==> config.mk <==
export PLATFORM = sky130hd
export DESIGN_NAME = oc8051_ram_bist_ctrl
export DESIGN_NICKNAME = d
export VERILOG_FILES = /design/src/rtl/oc8051_ram_bist_ctrl.sv
export SDC_FILE = /design/constraint.sdc
export NUM_CORES = 1
export LEC_CHECK = 0
export ABC_CLOCK_PERIOD_IN_PS = 4200
export CORE_ASPECT_RATIO = 1.5
export CORE_MARGIN = 4
export CORE_UTILIZATION = 46
export CTS_CLUSTER_DIAMETER = 80
export DETAILED_ROUTE_END_ITERATION = 10
export PLACE_DENSITY = 0.86
export REMOVE_ABC_BUFFERS = 1
export SYNTH_ARGS = -nofsm -noshare
export SYNTH_HDL_FRONTEND = slang
export SYNTH_SLANG_ARGS = --single-unit
==> constraint.sdc <==
create_clock -name clk -period 4.2 [get_ports clk]
set_input_delay 0.84 -clock clk [delete_from_list [all_inputs] [get_ports clk]]
set_output_delay 0.84 -clock clk [all_outputs]
set_load 0.01 [all_outputs]
==> src/rtl/oc8051_ram_bist_ctrl.sv <==
// oc8051_ram_bist_ctrl
// March C- self-test controller for the oc8051 internal data RAM. When a run
// is not in progress, the RAM ports pass straight through to the CPU. During
// a run, the controller owns the RAM and the CPU request inputs are ignored.
//
// Ports
//   clk, rst            clock; asynchronous active-low reset
//   bist_start          one-cycle request to begin a run (ignored while busy)
//   bist_busy/done      run in progress / run finished (held until next start)
//   bist_fail           sticky mismatch flag for the last run
//   bist_fail_addr/elem address and March element of the first mismatch
//   cpu_*               functional RAM requests; cpu_rd_data mirrors ram_rd_data
//   ram_*               RAM port; ram_rd_data is registered, one cycle after ram_rd_en
//
// Build option
//   OC8051_BIST_STOP_ON_FAIL_EN  when defined, the first mismatch ends the run
//                                on the next edge instead of completing it.
//
// state | meaning
// ------+-----------------------------------------------
// IDLE  | after reset, RAM passed through to CPU
// RUN   | March C- in progress, controller owns the RAM
// DONE  | run finished, results held, RAM passed through
module oc8051_ram_bist_ctrl #(
   parameter int          ADDR_W = 8,
   parameter logic [7:0]  BG     = 8'h00
) (
   input  logic              clk,
   input  logic              rst,
   input  logic              bist_start,
   output logic              bist_busy,
   output logic              bist_done,
   output logic              bist_fail,
   output logic [ADDR_W-1:0] bist_fail_addr,
   output logic [2:0]        bist_fail_elem,
   input  logic [ADDR_W-1:0] cpu_rd_addr,
   input  logic              cpu_rd_en,
   input  logic [ADDR_W-1:0] cpu_wr_addr,
   input  logic [7:0]        cpu_wr_data,
   input  logic              cpu_wr,
   output logic [7:0]        cpu_rd_data,
   output logic [ADDR_W-1:0] ram_rd_addr,
   output logic              ram_rd_en,
   output logic [ADDR_W-1:0] ram_wr_addr,
   output logic [7:0]        ram_wr_data,
   output logic              ram_wr,
   input  logic [7:0]        ram_rd_data
);

   localparam logic [ADDR_W-1:0] ADDR_MAX = '1;

   typedef enum logic [1:0] {S_IDLE, S_RUN, S_DONE} state_t;

   state_t            state, state_nxt;
   logic [ADDR_W-1:0] addr;
   logic [2:0]        elem;
   logic              phase;

   logic              two_phase, elem_down, step, addr_last, elem_end, run_end;
   logic              cmp, mismatch;
   logic [7:0]        exp_data, wr_val;

   // Element decode: M0 w0 | M1 r0,w1 | M2 r1,w0 | M3 r0,w1 (down) | M4 r1,w0 (down) | M5 r0
   always_comb begin
      two_phase = (elem != 3'd0);
      elem_down = (elem == 3'd3) || (elem == 3'd4);
      exp_data  = ((elem == 3'd2) || (elem == 3'd4)) ? ~BG : BG;
      wr_val    = ((elem == 3'd1) || (elem == 3'd3)) ? ~BG : BG;
      // the address moves on the last cycle spent on it
      step      = !two_phase || phase;
      addr_last = elem_down ? (addr == '0) : (addr == ADDR_MAX);
      elem_end  = step && addr_last;
      run_end   = elem_end && (elem == 3'd5);
      // read data for the R phase is valid in the following W/C phase
      cmp       = (state == S_RUN) && two_phase && phase;
      mismatch  = cmp && (ram_rd_data != exp_data);
   end

   always_ff @(posedge clk or negedge rst) begin
      if (!rst) state <= S_IDLE;
      else      state <= state_nxt;
   end

   always_comb begin
      state_nxt = state;
      case (state)
         S_IDLE, S_DONE: if (bist_start) state_nxt = S_RUN;
         S_RUN: begin
            if (run_end) state_nxt = S_DONE;
`ifdef OC8051_BIST_STOP_ON_FAIL_EN
            if (mismatch) state_nxt = S_DONE;
`endif
         end
         default: state_nxt = S_IDLE;
      endcase
   end

   always_ff @(posedge clk or negedge rst) begin
      if (!rst) begin
         addr           <= '0;
         elem           <= 3'd0;
         phase          <= 1'b0;
         bist_fail      <= 1'b0;
         bist_fail_addr <= '0;
         bist_fail_elem <= 3'd0;
      end else if (state != S_RUN) begin
         if (bist_start) begin
            addr           <= '0;
            elem           <= 3'd0;
            phase          <= 1'b0;
            bist_fail      <= 1'b0;
            bist_fail_addr <= '0;
            bist_fail_elem <= 3'd0;
         end
      end else begin
         if (two_phase) phase <= ~phase;
         if (step) begin
            if (addr_last) begin
               if (elem != 3'd5) elem <= elem + 3'd1;
               // M3 and M4 walk downward and start from the top address
               addr <= ((elem == 3'd2) || (elem == 3'd3)) ? ADDR_MAX : '0;
            end else begin
               addr <= elem_down ? addr - 1'b1 : addr + 1'b1;
            end
         end
         if (mismatch && !bist_fail) begin
            bist_fail      <= 1'b1;
            bist_fail_addr <= addr;
            bist_fail_elem <= elem;
         end
      end
   end

   always_comb begin
      bist_busy   = (state == S_RUN);
      bist_done   = (state == S_DONE);
      cpu_rd_data = ram_rd_data;
      ram_rd_addr = cpu_rd_addr;
      ram_rd_en   = cpu_rd_en;
      ram_wr_addr = cpu_wr_addr;
      ram_wr_data = cpu_wr_data;
      ram_wr      = cpu_wr;
      if (state == S_RUN) begin
         // same address on both ports keeps the RAM write-through bypass idle
         ram_rd_addr = addr;
         ram_wr_addr = addr;
         ram_wr_data = wr_val;
         ram_rd_en   = two_phase && !phase;
         ram_wr      = (elem == 3'd0) || ((elem != 3'd5) && phase);
      end
   end

endmodule

==> run metrics, run 1 <==
outcome complete, no violations; Worst Clk Skew 0.00461 ns; gr usage total 21.4%; RSZ-0062 raised after global routing no; data required time of the critical path 3.36 ns; Worst Hold Depth 1; drt total wl 5.36 mm; area leader, netlist dfrtp_1; ANT cells 0; post-synth top area share 33.2%; die width 61.3 µm; Vias 1944; ANT nets after route 0; Hold WC Path Type flip-flop to flip-flop; P per Cell Area 588 mW/mm²; Data arrival, critical path 2.34 ns; die area 0.00538 mm²; initial antenna violation count 0; Initial Util 48.6%; post-synthesis sequential area ratio 33.2%; Post-synth EDFFs 0; post-layout min period 3.18 ns; total grt overflow 0; Synth cell types 43; min-delay src state[0]$_DFFE_PN0P_; CTS Sinks 26; Yosys Warn Count 0; first-pass GRT wire length 8.93 mm; Num CTS Buffers 3; vias in the first global route 1991; I/O pin count 85; Cell Area, Synth 0.00196 mm²; worst setup path category flip-flop to primary output; DIE HEIGHT 87.9 µm; Worst Path Max Fanout 8; clk_lat worst skew 0.28 ns; Sum Neg Setup Slack 0 ns; cells on worst reg2reg path 9; HPWL Detailed 4.21 mm; Synth async-reset ratio 100%; Clk pin slew, worst setup/hold paths 0.10 ns; Layout area overhead 44.4%; CTS HTree Levels 1; Max VDD drop 422 µV; commonest cells in the netlist nand2_1, dfrtp_1, inv_1, mux2i_1, ha_1; most frequent cell after synthesis nand2_1; CTS tree built; synth top area cells dfrtp_1, nand2_1, ha_1, mux2i_1, buf_4; layout cell share with drive strength beyond 1 3.80%; Core Area 0.00403 mm²; post-CTS sizing 0; Buffers on Ports 84; Synth Flop Type dfrtp_1; Final Setup Violations 0; Root Buffer clkbuf_8; Synth Area per Inst 8.02 µm²; worst hold slack 0.486 ns; Syn Inst Count 244; vias per cell 5.39; Layout Nets 366; DRT iter0 DRCs 48; kind of end point of the critical path primary output; Rel. slew slack 46.6%; max-slew violations 0; CTS Buffer Depth 2; worst slew pin tran 0.798 ns; Hold EP state[0]$_DFFE_PN0P_; #FFs+latches synth 26; reg2reg end addr[7]$_DFFE_PN0P_; Final Hold Vio Count 0; DR WL/cell 14.8 µm; max cap viols 0; drc violations 0; largest net degree at the start of global routing 32; leakage dissipation 0.00136 µW; final worst-path cycle share 75.6%; reg-to-reg critical path startpoint elem[0]$_DFFE_PN0P_; Setup Fix Bufs, Post-CTS 0; # rows 28; Max Freq 315 MHz; Initial DRT Pass Iterations 4; R2R Setup Slk 1.58 ns; Startpoint Class flip-flop; hold_buf cts 0; gp weighted congestion 0.823
## stage by stage
stage	area (µm²)	utilization, %	setup slack, ns	instances	total power, µW
final	2830	70.1	1.02	361	1660
after global routing	2830	70.1	0.876	361	1790
after CTS	2830	70.1	1.01	361	1670
after detailed placement	2750	68.4	1.34	357	1450
after global placement	2750	68.4	1.39	357	1430
after floorplan	1840	-	1.53	226	967
## per-layer routing
metal	vias up	global-route usage [%]	wire length (µm)
li1	973	-	-
met1	919	24.9	2090
met2	47	39.9	2930
met3	5	1.62	261
met4	0	6.51	66
met5	-	0	0
## registers in the layout, indices dropped and copies added (netlist names)
signal / cells
addr: 8
bist_fail_elem: 3
phase: 1
bist_fail_addr: 8
elem: 3
bist_fail: 1
state: 2
## worst max-delay path by stage
stage          cells past startpoint                 start             end
5_1_grt                            6   elem[1]$_DFFE_PN0P_  ram_wr_data[2]
3_5_place_dp                       6   elem[1]$_DFFE_PN0P_  ram_wr_data[1]
4_1_cts                            6   elem[1]$_DFFE_PN0P_  ram_wr_data[1]
6_report                           6   elem[1]$_DFFE_PN0P_  ram_wr_data[1]
2_1_floorplan                      4  state[0]$_DFFE_PN0P_  ram_wr_data[0]
3_3_place_gp                       6   elem[1]$_DFFE_PN0P_  ram_wr_data[4]
## kinds of logic after synthesis
family / Yosys count / synth area share [%]
adder cells (fa/ha/maj): 12 / 8.06
AO/OA/AOI/OAI: 41 / 14.5
AND/OR/NAND/NOR: 113 / 25.8
multiplexers: 13 / 6.91
buffers and inverters: 33 / 8.76
XOR/XNOR: 6 / 2.69
flip-flops: 26 / 33.2
## worst max-delay path, stage by stage, from the launching register on
cell and delay, ns:
dfrtp_1 0.44, inv_1 0.11, ha_1 0.24, and2b_2 0.20, o21ai_1 0.43, nand2_1 0.12
clkdlybuf4s50_1 0.50
## where the power goes
group / switching (µW) / internal (µW)
Sequential: 108 / 340
Combinational: 467 / 531
Clock: 86.9 / 128
## placed cells by master (no fill, tap or decap), drive strengths merged, types with 3 or more instances in the layout
cell           instances
clkdlybuf4s50         84
nand2                 75
dfrtp                 26
inv                   15
mux2i                 12
ha                    11
o21ai                 11
nor2                   8
nand4                  7
a21oi                  6
a21o                   5
nor3                   5
nor4                   4
a22o                   4
xor2                   4
a221o                  3
clkbuf                 3
## layout make-up
cell class / instances / area [µm²]
Sequential cell: 26 / 651
Timing Repair Buffer: 86 / 856
Clock buffer: 3 / 41.3
Fill cell: 335 / 1200
Multi-Input combinational cell: 185 / 1130
Clock inverter: 1 / 30.0
Tap cell: 45 / 56.3
Inverter: 15 / 56.3
Note: power is estimated with default switching activity, not from simulation.
==> run 2, diff against run 1 <==
ABC_CLOCK_PERIOD_IN_PS = 2800   (was 4200)
CORE_UTILIZATION = 38   (was 46)
PLACE_DENSITY = 0.76   (was 0.86)
clock period = 2.8 ns   (was 4.2 ns; I/O delays follow)
==> run metrics, run 2 (synthesis gave the netlist of run 1 again) <==
DIE HEIGHT 95.9 µm (+9.1%); Largest regs addr (8), bist_fail_addr (8); hold_buf cts 0 (unchanged); Vias 1966 (+1.1%); worst hold slack 0.490 ns (+0.00419 ns); Hold WC Path Type flip-flop to flip-flop; data required time of the critical path 2.24 ns (-1.12 ns); RSZ-0062 raised after global routing no; drc violations 0 (unchanged); vias in the first global route 2001 (+0.50%); drt total wl 5.54 mm (+3.4%); CTS tree built; gp weighted congestion 0.887 (+7.8%); Startpoint Class flip-flop; ANT nets after route 0 (unchanged); Initial Util 39.7% (-8.8 points); die width 66.6 µm (+8.7%); final core utilization 58.6% (-11 points); Logic pwr share 60.5% (+0.4 points); Max VDD drop 374 µV (-11%); max cap viols 0 (unchanged); ANT cells 0 (unchanged); first-pass GRT wire length 9.05 mm (+1.3%); max-slew violations 0 (unchanged); Layout area overhead 47.6%; Fill cells 462 (+38%); Layout Nets 371 (+1.4%); Clock Power Share 12.5% (-0.4 points); sw power 1000 µW (+51%); Flop pwr share 26.9% (about the same); vias per cell 5.08 (-5.7%); outcome complete, no violations; HPWL Detailed 4.46 mm (+6.0%); final instance area 0.00289 mm² (+2.3%); post-CTS sizing 0 (unchanged); reg-to-reg critical path startpoint elem[0]$_DFFE_PN0P_; crit-path max cell delay 0.53 ns (+0.03 ns); gr usage total 17.7% (-3.7 points); Setup Fix Bufs, Post-CTS 0 (unchanged); Worst Clk Skew 0.00136 ns (-0.00325 ns); worst setup path category flip-flop to primary output; CP startpoint elem[0]$_DFFE_PN0P_; clk_lat worst skew 0.27 ns (about the same); Root Buffer clkbuf_8; die area 0.00639 mm² (+19%); dpl cell area 0.00282 mm² (+2.3%); DRT iter0 DRCs 96 (+100%); # rows 31 (+11%); Final Hold Vio Count 0 (unchanged); leakage dissipation 0.00138 µW (+1.7%); Internal 1520 µW (+52%); Data arrival, critical path 2.14 ns (-0.20 ns); Max Freq 370 MHz; CTS Buffer Depth 2 (unchanged); CP max-delay cell clkdlybuf4s50_1; largest net degree at the start of global routing 27 (-16%); most frequent cells in the layout clkdlybuf4s50_1, nand2_1, dfrtp_1; switch share 39.8% (-0.12 points); I/O pin count 85 (unchanged); layout cell share with drive strength beyond 1 5.30% (+1.5 points); min-delay src state[0]$_DFFE_PN0P_; P per Cell Area 871 mW/mm² (+48%); leading cell type in the layout, fill and taps excluded clkdlybuf4s50_1; Core Area 0.00493 mm² (+22%); Final Setup Violations 0 (unchanged); total grt overflow 0 (unchanged); worst slew pin tran 0.531 ns (-0.267 ns); initial antenna violation count 0 (unchanged); post-layout min period 2.70 ns; DR WL/cell 14.3 µm (-3.6%); Clk pin slew, worst setup/hold paths 0.09 ns (about the same); CTS Sinks 26 (unchanged); final worst-path cycle share 96.5%; Initial DRT Pass Iterations 4 (unchanged); critical-path cell list inv_1 > ha_1 > and2b_2 > nor3_1 > a21o_1 > clkdlybuf4s50_1; Overall Power 2520 µW (+51%); Worst Path Max Fanout 5 (-3); Buffers on Ports 84 (unchanged); Num CTS Buffers 3 (unchanged); kind of end point of the critical path primary output; CTS HTree Levels 1 (unchanged); Rel. slew slack 64.5% (+18 points); Sum Neg Setup Slack 0 ns (unchanged)
[run 2: cell count changes in the layout (fill, tap and decap cells not counted), sizes merged]
cell | previous run | this run
buf | 2 | 7
[run 2: critical path: cells and delay by family, from the launching register on]
family                     cells  cell delay (ns)
AOI/OAI and AO/OA              1             0.11
adders and majority gates      1             0.25
buffers and inverters          2             0.63
DFF                            1             0.42
and+or+nand+nor                2             0.45
[run 2: cell type report]
cell class	instances	area, µm²	share of cell area [%]
clock buffer	3	41.3	1.43
clock inverter	1	30.0	1.04
sequential	26	651	22.5
tap	66	82.6	2.86
timing repair buffer	91	893	30.9
inverter	15	56.3	1.95
multi-input combinational	185	1130	39.3
[run 2: per-layer routing]
metal	global-route usage, %	share of wire (%)	vias up
li1	-	-	979
met1	20.2	39	934
met2	32.9	55	47
met3	1.87	4.3	6
met4	7.29	1.5	0
met5	0	0	-
[run 2: worst paths after layout]
| path | cells past startpoint | end | slack, ns |
|---|---|---|---|
| min in group asynchronous | 2 | addr[6]$_DFFE_PN0P_ | 0.65 |
| worst max-delay path | 6 | ram_rd_en | 0.1 |
| max in group asynchronous | 2 | elem[0]$_DFFE_PN0P_ | 1.90 |
| worst min register to register | 1 | state[0]$_DFFE_PN0P_ | 0.49 |
| worst min-delay path | 1 | state[0]$_DFFE_PN0P_ | 0.49 |
| worst max register to register | 9 | addr[7]$_DFFE_PN0P_ | 0.28 |
[run 2: stage by stage]
| step | setup WS (ns) | instances |
|---|---|---|
| floorplan | 0.412 | 226 |
| global placement | 0.340 | 383 |
| detailed placement | 0.284 | 383 |
| CTS | 0.0777 | 387 |
| global route | 0.00234 | 387 |
| finish | 0.0984 | 387 |
[run 2: power by group through the flow]
stage / clock [µW] / sequential [µW] / combinational (µW)
2_1_floorplan: 0 / 662 / 788
3_3_place_gp: 0 / 676 / 1500
3_5_place_dp: 0 / 683 / 1530
4_1_cts: 322 / 677 / 1540
5_1_grt: 341 / 703 / 1690
6_report: 315 / 678 / 1520
==> run 3, diff against run 2 <==
--- a/config.mk
+++ b/config.mk
@@ -9,3 +9,2 @@
 export CORE_ASPECT_RATIO = 1.5
-export CORE_MARGIN = 4
 export CORE_UTILIZATION = 38
--- a/constraint.sdc
+++ b/constraint.sdc
@@ -3,2 +3,2 @@
 set_output_delay 0.56 -clock clk [all_outputs]
-set_load 0.01 [all_outputs]
+set_load 0.1 [all_outputs]
==> run metrics, run 3 (synthesis gave the netlist of run 1 again) <==
Clk pin slew, worst setup/hold paths 0.09 ns (about the same); largest net degree at the start of global routing 27 (unchanged); Layout Nets 368 (-0.81%); most frequent cells in the layout nand2_1, clkdlybuf4s50_1, buf_12; total grt overflow 0 (unchanged); max cap viols 0 (unchanged); CTS tree built; post-CTS sizing 0 (unchanged); pre-CTS setup slack 0.269 ns (-0.0150 ns); Post-Place Cells 380 (-0.78%); clk_lat worst skew 0.27 ns (about the same); Initial DRT Pass Iterations 4 (unchanged); kind of end point of the critical path flip-flop; Final Setup Violations 0 (unchanged); gr usage total 22.3% (+4.6 points); Hold WC Path Type flip-flop to flip-flop; Final Hold Vio Count 0 (unchanged); Vias 1974 (+0.41%); die area 0.00545 mm² (-15%); Data arrival, critical path 2.72 ns (+0.58 ns); drc violations 0 (unchanged); Startpoint Class flip-flop; ANT cells 0 (unchanged); Layout area overhead 60.1%; Root Buffer clkbuf_8; Rel. slew slack 68.0% (+3.5 points); RSZ-0062 raised after global routing no; critical-path cell list inv_1 > ha_1 > mux2_4 > ha_1 > a211oi_1 > nor3_1 > a211oi_1 > xnor2_1 > a221o_1; outcome complete, no violations; Worst Clk Skew 0.00331 ns (+0.00195 ns); DRT iter0 DRCs 61 (-36%); layout cell share with drive strength beyond 1 19.6% (+14 points); worst slew pin tran 0.479 ns (-0.0521 ns); CTS Buffer Depth 2 (unchanged); DIE HEIGHT 89.9 µm (-6.3%); CTS Sinks 26 (unchanged); die width 60.6 µm (-9.0%); DR WL/cell 14.6 µm (+2.1%); Worst Path Max Fanout 10 (+5); final core utilization 64.1% (+5.5 points); leading cell type in the layout, fill and taps excluded nand2_1; CTS HTree Levels 1 (unchanged); HPWL Detailed 4.50 mm (+0.88%); Largest regs addr (8), bist_fail_addr (8); initial antenna violation count 0 (unchanged); # rows 31 (unchanged); max-slew violations 0 (unchanged); crit-path max cell delay 0.42 ns (-0.11 ns); hold_buf cts 0 (unchanged); first-pass GRT wire length 9.47 mm (+4.7%); I/O pin count 85 (unchanged); final cell count without fillers 383 (-1.0%); gp weighted congestion 0.827 (-6.7%); Num CTS Buffers 3 (unchanged); vias in the first global route 1969 (-1.6%); Initial Util 40.0% (+0.32 points); drt total wl 5.59 mm (+1.0%); data required time of the critical path 2.96 ns (+0.72 ns); CP max-delay cell dfrtp_1; reg-to-reg critical path startpoint elem[0]$_DFFE_PN0P_; CP startpoint elem[0]$_DFFE_PN0P_; min-delay src state[0]$_DFFE_PN0P_; Sum Neg Setup Slack 0 ns (unchanged); worst setup path category flip-flop to flip-flop; post-layout min period 2.56 ns (-0.141 ns); Max Freq 391 MHz (+5.5%); Buffers on Ports 84 (unchanged); Setup Fix Bufs, Post-CTS 0 (unchanged); vias per cell 5.15 (+1.5%); ANT nets after route 0 (unchanged); final worst-path cycle share 91.4% (-5.1 points); Core Area 0.00489 mm² (-0.79%); PnR worst setup slack 0.240 ns (+0.141 ns)
[run 3: cell count changes in the layout (fill, tap and decap cells not counted), sizes merged]
| cell | previous run | this run |
|---|---|---|
| bufinv | 1 | 0 |
| buf | 7 | 52 |
| clkdlybuf4s50 | 84 | 36 |
[run 3: worst max-delay path, delay by kind of cell, from the launching register on]
family / cells / cell delay [ns]
AOI/OAI and AO/OA: 3 / 0.81
adders and majority gates: 2 / 0.57
DFF: 1 / 0.42
muxes: 1 / 0.34
buffers and inverters: 1 / 0.11
and+or+nand+nor: 1 / 0.11
xor gates and xnor gates: 1 / 0.10
[run 3: worst paths after layout]
check / to / slack (ns) / cells after the start
max: addr[7]$_DFFE_PN0P_ / 0.24 / 9
min: state[0]$_DFFE_PN0P_ / 0.49 / 1
max reg2reg: addr[7]$_DFFE_PN0P_ / 0.24 / 9
min reg2reg: state[0]$_DFFE_PN0P_ / 0.49 / 1
max in group asynchronous: addr[7]$_DFFE_PN0P_ / 1.89 / 2
min in group asynchronous: bist_fail_addr[6]$_DFFE_PN0P_ / 0.66 / 2
[run 3: layer usage]
| metal | vias to the layer above | routed length (µm) | track usage, % |
|---|---|---|---|
| li1 | 975 | - | - |
| met1 | 956 | 2300 | 27.8 |
| met2 | 38 | 3060 | 39.6 |
| met3 | 5 | 155 | 1.15 |
| met4 | 0 | 78 | 7.01 |
| met5 | - | 0 | 0 |
[run 3: layout make-up]
type / instances / area [µm²]
Timing Repair Buffer: 88 / 1160
Multi-Input combinational cell: 185 / 1140
Tap cell: 66 / 82.6
Inverter: 15 / 56.3
Clock buffer: 3 / 41.3
Fill cell: 420 / 1750
Sequential cell: 26 / 651
[run 3: through the flow]
| stage | hold WS (ns) | area, µm² |
|---|---|---|
| 2_1_floorplan | 0.264 | 1840 |
| 3_3_place_gp | 0.461 | 3090 |
| 3_5_place_dp | 0.475 | 3090 |
| 4_1_cts | 0.487 | 3130 |
| 5_1_grt | 0.519 | 3130 |
| 6_report | 0.492 | 3130 |
Power of run 3 is left out: the tool's default activity adds up to more than one toggle a clock period on the data nets, which glitch-free logic cannot reach.
